### src/rtl/seq_multiplier.sv
// seq_multiplier: iterative shift-add multiplier, one partial product per clock,
// signed or unsigned operands selected per operation, start/done handshake.
module seq_multiplier #(
  parameter int WIDTH = 8
) (
  input  logic                 clk,
  input  logic                 rst,
  input  logic                 start,
  input  logic                 signed_mode,
  input  logic [WIDTH-1:0]     a,
  input  logic [WIDTH-1:0]     b,
  output logic                 busy,
  output logic                 done,
  output logic [2*WIDTH-1:0]   m
);
  localparam int CW = $clog2(WIDTH);
  typedef enum logic [1:0] {IDLE, RUN, FINISH} state_t;
  state_t state, state_nx;
  logic [CW-1:0]    cnt;
  logic [WIDTH-1:0] mcand, mplier, a_mag, b_mag;
  logic [2*WIDTH:0] acc;
  logic [WIDTH:0]   sum;
  logic             neg;
  // Magnitudes are unsigned WIDTH bits, so the signed minimum maps exactly to 2^(WIDTH-1).
  assign a_mag = (signed_mode & a[WIDTH-1]) ? -a : a;
  assign b_mag = (signed_mode & b[WIDTH-1]) ? -b : b;
  assign sum   = acc[2*WIDTH:WIDTH] + (mplier[0] ? {1'b0, mcand} : '0);
  always_comb begin
    state_nx = (state == IDLE) ? (start ? RUN : IDLE)
             : (state == RUN)  ? ((cnt == CW'(WIDTH-1)) ? FINISH : RUN)
             : IDLE;
  end
  always_ff @(posedge clk) begin
    if (rst) state <= IDLE;
    else     state <= state_nx;
  end
  always_ff @(posedge clk) begin
    if (rst) begin
      busy   <= 1'b0;
      done   <= 1'b0;
      m      <= '0;
      cnt    <= '0;
      acc    <= '0;
      mcand  <= '0;
      mplier <= '0;
      neg    <= 1'b0;
    end else begin
      done <= 1'b0;
      if (state == IDLE && start) begin
        busy   <= 1'b1;
        mcand  <= a_mag;
        mplier <= b_mag;
        neg    <= signed_mode & (a[WIDTH-1] ^ b[WIDTH-1]);
        acc    <= '0;
        cnt    <= '0;
      end else if (state == RUN) begin
        acc    <= {sum, acc[WIDTH-1:0]} >> 1;
        mplier <= mplier >> 1;
        cnt    <= cnt + 1'b1;
      end else if (state == FINISH) begin
        m    <= (2*WIDTH)'(neg ? -acc : acc);
        done <= 1'b1;
        busy <= 1'b0;
      end
    end
  end
endmodule
### config.mk
export PLATFORM = sky130hd
export DESIGN_NAME = seq_multiplier
export DESIGN_NICKNAME = d
export VERILOG_FILES = /design/src/rtl/seq_multiplier.sv
export SDC_FILE = /design/constraint.sdc
export NUM_CORES = 1
export LEC_CHECK = 0
export ABC_AREA = 1
export CAP_MARGIN = 20
export CORE_ASPECT_RATIO = 0.5
export CORE_UTILIZATION = 40
export DETAILED_ROUTE_END_ITERATION = 10
export HOLD_SLACK_MARGIN = 0.02
export SYNTH_ARGS = -nofsm -noshare
export SYNTH_HDL_FRONTEND = slang
export SYNTH_SLANG_ARGS = --single-unit
### constraint.sdc
create_clock -name clk -period 2 [get_ports clk]
set_clock_uncertainty 0.1 [all_clocks]
set_input_delay 0.4 -clock clk [delete_from_list [all_inputs] [get_ports clk]]
set_output_delay 0.4 -clock clk [all_outputs]
set_load 0.01 [all_outputs]
Word level (Yosys, flattened, before mapping)
Index checks and enable logic that the tools add are counted.

storage, ports and cells
  word-level logic and storage cells = 46
  input bits = 20
  output and inout port bits = 18
  register bits = 56

operators by class
  add/sub/neg operators = 5
  mux-type cells = 14
  equal/unequal tests = 4
  bitwise logic cells = 6
  reductions and logical operators = 8

operator list
  kind                                                                      count
  8-bit two-way mux                                                         5
  16-bit two-way mux                                                        1
  16-bit negator                                                            1
  8-bit negator                                                             2
  8-bit by 8-bit adder with 9-bit output                                    1
  2-bit two-way mux                                                         3
  1-bit two-way mux                                                         5
  2-bit nonzero test                                                        2
  3-bit by 1-bit adder with 3-bit output (second input constant)            1
  1-bit bitwise AND                                                         3
  3-bit equality test (second input constant)                               1
  3-bit AND reduction                                                       1
  3-bit OR reduction                                                        1
  2-bit by 1-bit equality test with 1-bit output (second input constant)    1
  2-bit equality test (second input constant)                               1
  2-bit zero test                                                           1
  2-bit by 1-bit inequality test with 1-bit output (second input constant)  1
  1-bit NOT                                                                 2
  2-bit AND reduction                                                       1
  2-bit OR reduction                                                        1
  1-bit logical AND                                                         1
  1-bit XOR                                                                 1

Longest topological paths before layout
Gate-level depths: netlist of run 1.

  word-level depth = 4
  depth in mapped cells = 13
  mapped depth without buffers = 12

Least setup slack after synthesis of run 1
OpenSTA, ideal clock, no wires.

  path kind = reg2reg
  start = reg mplier[0]
  end = reg acc[13]
  clock period less this slack = 1.827 ns
  buffers on the path = 1
  data arrival time = 1.618 ns
  stages on the path, launching flop included = 14
  setup time = 0.109 ns
  required time = 1.791 ns
  setup slack = 0.173 ns
  cells stage by stage = dfxtp_1 > clkbuf_1 > nand2_1 > inv_1 > ha_1 > fa_1 > nand3_1 > nand2_1 > nand3_1 > nand2_1 > nand2_1 > nand3_1 > nand2_1 > inv_1

on the way
  longest elaborated chain between the ends = 2

ends and longest elaborated chain
  element                                 RTL line  text
  start: declaration                      20        logic [WIDTH-1:0] mcand, mplier, a_mag, b_mag;
  start signal: assignment                52        mplier <= b_mag;
  start signal: assignment                58        mplier <= mplier >> 1;
  8-bit two-way mux                       27        assign sum = acc[2*WIDTH:WIDTH] + (mplier[0] ? {1'b0, mcand} : '0);
  8-bit by 8-bit adder with 9-bit output  27
  end signal: assignment                  57        acc <= {sum, acc[WIDTH-1:0]} >> 1;
  end: declaration                        21        logic [2*WIDTH:0] acc;

Every way passes these cells.
A chain may end at the register's enable or synchronous reset.

Worst setup path in the final report of run 1
Same ends and word-level chain as after synthesis.

==> results of run 1 <==
[worst register-to-register path, delay by kind of cell, from the launching register on]
family / cells / cell delay [ns]
buf+inv: 2 / 0.07
fa+ha+maj: 2 / 0.55
simple gates: 8 / 0.59
flops: 1 / 0.36
[registers in the layout, summed over array words and instances (netlist names)]
register / count
mplier: 8
busy: 1
cnt: 3
neg: 1
acc: 16
done: 1
m: 16
state: 2
mcand: 8
[routing by layer]
layer  vias up  wire, um  global-route usage [%]  part of all wire, %
met4         0        23                    3.16                 0.35
li1       1543         -                       -                    -
met1      1189      3820                    26.2                   58
met3         2       287                    3.94                  4.4
met2        59      2430                    25.7                   37
met5         -         0                       0                    0
[path summary, 6_finish.rpt]
path	from	cells past startpoint	end	slack, ns
min	m[15]	2	m[15]	0.35
min reg2reg	m[15]	2	m[15]	0.35
max	mplier[0]	12	acc[13]	0.23
max reg2reg	mplier[0]	12	acc[13]	0.23
[cells in the final DEF (no fill, tap or decap), drive strengths merged]
cell type / synthesis / routed
o21ai: 37 / 37
dfxtp: 56 / 56
nand2: 144 / 144
nor2: 34 / 34
buf: 10 / 8
xnor2: 1 / 1
a21oi: 39 / 39
o211ai: 2 / 2
nor3: 4 / 4
clkdlybuf4s50: 0 / 37
fa: 1 / 1
a22o: 1 / 1
ha: 13 / 13
nand3b: 1 / 1
clkbuf: 3 / 8
a21o: 2 / 2
inv: 56 / 56
a211oi: 1 / 1
nand3: 40 / 40
xor2: 9 / 9
o22ai: 1 / 1
nand4: 1 / 1
[power breakdown]
part           internal [W]  switching, W
Sequential          0.00115     0.0000310
Combinational      0.000130      0.000193
Clock              0.000501      0.000385
Total               0.00179      0.000609
[repair_timing]
action | CTS | global route
setup endpoints to repair | 0 | 2
hold buffers | 0 | 0
gates resized for setup | 0 | 2
hold endpoints to repair | 0 | 0
[stage by stage]
stage	utilization (%)	setup slack [ns]	hold WS (ns)	power [W]
2_1_floorplan	-	0.173	0.326	0.00143
3_3_place_gp	47.8	0.154	0.338	0.00153
3_5_place_dp	47.8	0.124	0.340	0.00153
4_1_cts	49.8	0.117	0.355	0.00242
5_1_grt	49.9	0.0379	0.382	0.00251
6_report	49.9	0.231	0.352	0.00240
[cell families (layout without fill, tap and decap cells)]
kind of cell / Yosys count / count (layout) / synth area share [%]
xor gates and xnor gates: 10 / 10 / 2.85
and+or+nand+nor: 224 / 224 / 30.7
buffers and inverters: 69 / 109 / 9.93
AOI/OAI and AO/OA: 83 / 83 / 14.1
DFF: 56 / 56 / 36.5
adders and majority gates: 14 / 14 / 5.94
[cell type report]
cell class | instances | area share (%)
clock buffers | 8 | 3.98
flip-flops and latches | 56 | 30.5
repair buffers | 45 | 11.7
multi-input cells | 331 | 44.8
inverters | 56 | 5.71
well taps | 96 | 3.27
[synthesized netlist by cell type (all sizes together)]
| cell | instances |
|---|---|
| nor3 | 4 |
| o22ai | 1 |
| a22o | 1 |
| a211oi | 1 |
| inv | 56 |
| nor2 | 34 |
| xnor2 | 1 |
| dfxtp | 56 |
| nand3b | 1 |
| nand2 | 144 |
| a21o | 2 |
| o21ai | 37 |
| fa | 1 |
| clkbuf | 3 |
| nand4 | 1 |
| o211ai | 2 |
| ha | 13 |
| nand3 | 40 |
| buf | 10 |
| a21oi | 39 |
| xor2 | 9 |
==> metrics.txt, run 1 <==
core box area=7380 um^2; clock sink count=56; H-Tree Level Count=2; WP buf/inv=2; Pwr Density=roughly 650 nW/um^2; Setup TNS=0 ns; # DRC=0; status=finished clean; synth top area cells=dfxtp_1 (36%), nand2_1 (17%), a21oi_1 (6.4%); initial drt markers=233; first-pass GRT wire length=11400 um; # fillers=roughly 760; diode count=0; Post-DP Area=3530 um^2; max cap viols=0; Post-Syn Nets=490; routability cong.=0.830; Layout area overhead=19.7%; Period minus WS final=1.77 ns; drt wl/cell=11.1 um; starting density of the core=41.7%; total track usage=17.5%; Static Leak=1.71 nW; Ys Warns=0; Detail Route Antenna Nets=0; Worst Path Required=2.09 ns; most used cell, CP=nand2_1; die span in x=126 um; VDD IR-drop max=0.000355 V; placed cells=584; critical path peak fanout=9; CP max stage cell=dfxtp_2; vias in the first global route=2463; worst path cell trace=nand2_1, inv_1, ha_1, fa_2, nand3_1, nand2_1, nand3_1, nand2_1, nand2_1, nand3_1, nand2_1, inv_1; post-synth top area cell=dfxtp_1; Arr. time, crit path=between 1.5 and 2 ns; Worst path top cell family by delay=simple AND/OR/NAND/NOR gates; final hold violations=0; kind of critical path=reg2reg; startpoint types=register; largest net degree at the start of global routing=26; CTS tree=yes; gr ovfl total=0; Non-Filler Instances=592; clk_lat worst skew=0.29 ns; FF+latch area=about 1100 um^2; Clock transition at path regs=roughly 0.070 ns; Slew Limit Fails=0; area of the multi-input gates=1650 um^2; initial antenna violation count=0; Final Cycle Share=88.4%; sequential area share after synthesis=36.5%; post-route cell area=about 3700 um^2; synth unique cells=31; count of final setup violators=0; RSZ-0062 raised after global routing=false; 1st-pass router iterations=4; Mapped Avg Cell Area=approximately 6.7 um^2; share of layout cells above drive strength 1=6.65%; DRT Wirelength=around 6600 um; die area=between 8000 and 9000 um^2; post-synth top area share=36.5%; fmax=roughly 570 MHz; dpl hpwl=4920 um; synthesized area=3070 um^2; Synth Register Bits=56; IO Pins=38; CTS buffer count=5; cell count after synthesis=between 400 and 500; count of input and output buffers=37; via count=2793; maximum clock path buffer count=2; routed vias/inst=4.72; num rows=22; Slew headroom=71.9%; crit-path max cell delay=0.36 ns; Worst Max-Slew Pin Slew=0.421 ns; Worst Setup End Kind=register; Hold Crit Class=reg2reg; setup bufs post-CTS=0; Die Ht=approximately 64 um; clock root buffer=clkbuf_16; nets=around 530
No activity file was read; power rests on OpenSTA's default activity.
==> run 2: changes to the inputs <==
Settings changed: CORE_MARGIN set to 8, PLACE_DENSITY set to 0.65.
==> metrics.txt, run 2 (synthesized netlist as in run 1, its figures left out) <==
routability cong.=0.772 (-7.0%); critical path peak fanout=9 (unchanged); Period minus WS final=1.84 ns (+0.0686 ns); fmax=544 MHz (-3.7%); Pwr Density=680 nW/um^2 (+4.4%); drt wl/cell=10.9 um (-1.2%); Setup TNS=0 ns (unchanged); biggest regs=acc (16), m (16); kind of critical path=reg2reg; initial drt markers=145 (-38%); die area=10900 um^2 (+35%); core box area=7380 um^2 (unchanged); H-Tree Level Count=2 (unchanged); die span in x=140 um (+11%); clk_lat worst skew=0.29 ns (about the same); via count=2761 (-1.1%); initial antenna violation count=0 (unchanged); Static Leak=1.73 nW (+0.93%); maximum clock path buffer count=2 (unchanged); Clock transition at path regs=0.07 ns (about the same); startpoint types=register; clock sink count=56 (unchanged); share of layout cells above drive strength 1=6.87% (+0.22 points); Final Cycle Share=91.9% (+3.4 points); Worst path top cell family by delay=simple AND/OR/NAND/NOR gates; diode count=0 (unchanged); most used cell, CP=nand2_1; Slew headroom=30.9% (-41 points); Post-DP Area=3530 um^2 (+0.14%); starting density of the core=41.7% (unchanged); final hold violations=0 (unchanged); first-pass GRT wire length=11500 um (+0.67%); DRT Wirelength=6470 um (-1.4%); Slew Limit Fails=0 (unchanged); most common cell after layout, fill and taps aside=nand2_1; IO Pins=38 (unchanged); worst path cell trace=nand2_1, inv_1, ha_1, fa_2, nand3_1, nand2_1, nand3_1, nand2_1, nand2_1, nand3_1, nand2_1, inv_1; Worst Path Required=2.10 ns (about the same); num rows=22 (unchanged); # fillers=763 (+0.26%); status=finished clean; count of input and output buffers=37 (unchanged); highest-count cells in the layout ignoring fill and taps=nand2_1 (141), dfxtp_1 (55), inv_1 (47), nand3_1 (39), a21oi_1 (39); clock root buffer=clkbuf_16; Layout area overhead=20.9%; WP buf/inv=2 (unchanged); Worst Max-Slew Pin Slew=1.03 ns (+0.612 ns); Die Ht=78.0 um (+22%); post-route cell area=3710 um^2 (+0.99%); crit-path max cell delay=0.36 ns (about the same); gr ovfl total=0 (unchanged); total track usage=12.4% (-5.2 points); Arr. time, crit path=1.93 ns (+0.07 ns); dpl hpwl=5000 um (+1.8%); RSZ-0062 raised after global routing=false; routed vias/inst=4.67 (-0.98%); vias in the first global route=2575 (+4.5%); Non-Filler Instances=591 (-0.17%); Detail Route Antenna Nets=0 (unchanged); largest net degree at the start of global routing=26 (unchanged); max cap viols=0 (unchanged); 1st-pass router iterations=4 (unchanged); placed cells=583 (-0.17%); nets=528 (-0.19%); # DRC=0 (unchanged); Tot Pwr=0.00252 W (+5.4%); CTS tree=yes; CP max stage cell=dfxtp_2; count of final setup violators=0 (unchanged); fin util=50.4% (+0.49 points); Hold Crit Class=reg2reg; Worst Setup End Kind=register; VDD IR-drop max=0.000353 V (-0.56%); CTS buffer count=5 (unchanged)
[run 2: routing by layer]
layer / vias to the layer above / part of all wire (%) / global-route usage [%]
met5: - / 0 / 0
met4: 0 / 1.1 / 3.54
met3: 7 / 4.1 / 2.93
met2: 58 / 36 / 17.8
met1: 1155 / 59 / 17.7
li1: 1541 / - / -
[run 2: tightest hold or removal path, stage by stage, from the launching register on]
cell,delay (ns)
dfxtp_1,0.31
nand2_1,0.06
nand2_1,0.04
[run 2: final timing paths]
kind | endpoint | startpoint | cells after the start | slack [ns]
worst max-delay path | acc[13] | mplier[0] | 12 | 0.16
worst min-delay path | m[15] | m[15] | 2 | 0.35
worst max register to register | acc[13] | mplier[0] | 12 | 0.16
worst min register to register | m[15] | m[15] | 2 | 0.35
[run 2: final cells by class]
cell class / count / area, um^2 / area share, %
Clock buffer: 6 / 139 / 3.74
Clock inverter: 2 / 38.8 / 1.04
Inverter: 56 / 210 / 5.66
Multi-Input combinational cell: 331 / 1650 / 44.4
Sequential cell: 56 / 1120 / 30.2
Tap cell: 96 / 120 / 3.23
Timing Repair Buffer: 44 / 435 / 11.7
[run 2: per-stage QoR]
stage / worst slack (ns) / hold slack (ns)
floorplan: 0.173 / 0.326
global placement: -0.0502 / 0.339
detailed placement: -0.137 / 0.344
CTS: 0.0635 / 0.357
global route: 0.0399 / 0.369
finish: 0.163 / 0.355
[run 2: where the power goes]
part	switching [W]	internal [W]
registers	0.0000324	0.00115
clock network	0.000392	0.000627
logic	0.000187	0.000132
[run 2: timing repair]
action / 4_1_cts / 5_1_grt
hold buffers: 0 / 0
gates resized for setup: 0 / 2
setup endpoints to repair: 0 / 1
buffers inserted: 0 / 0
hold endpoints to repair: 0 / 0
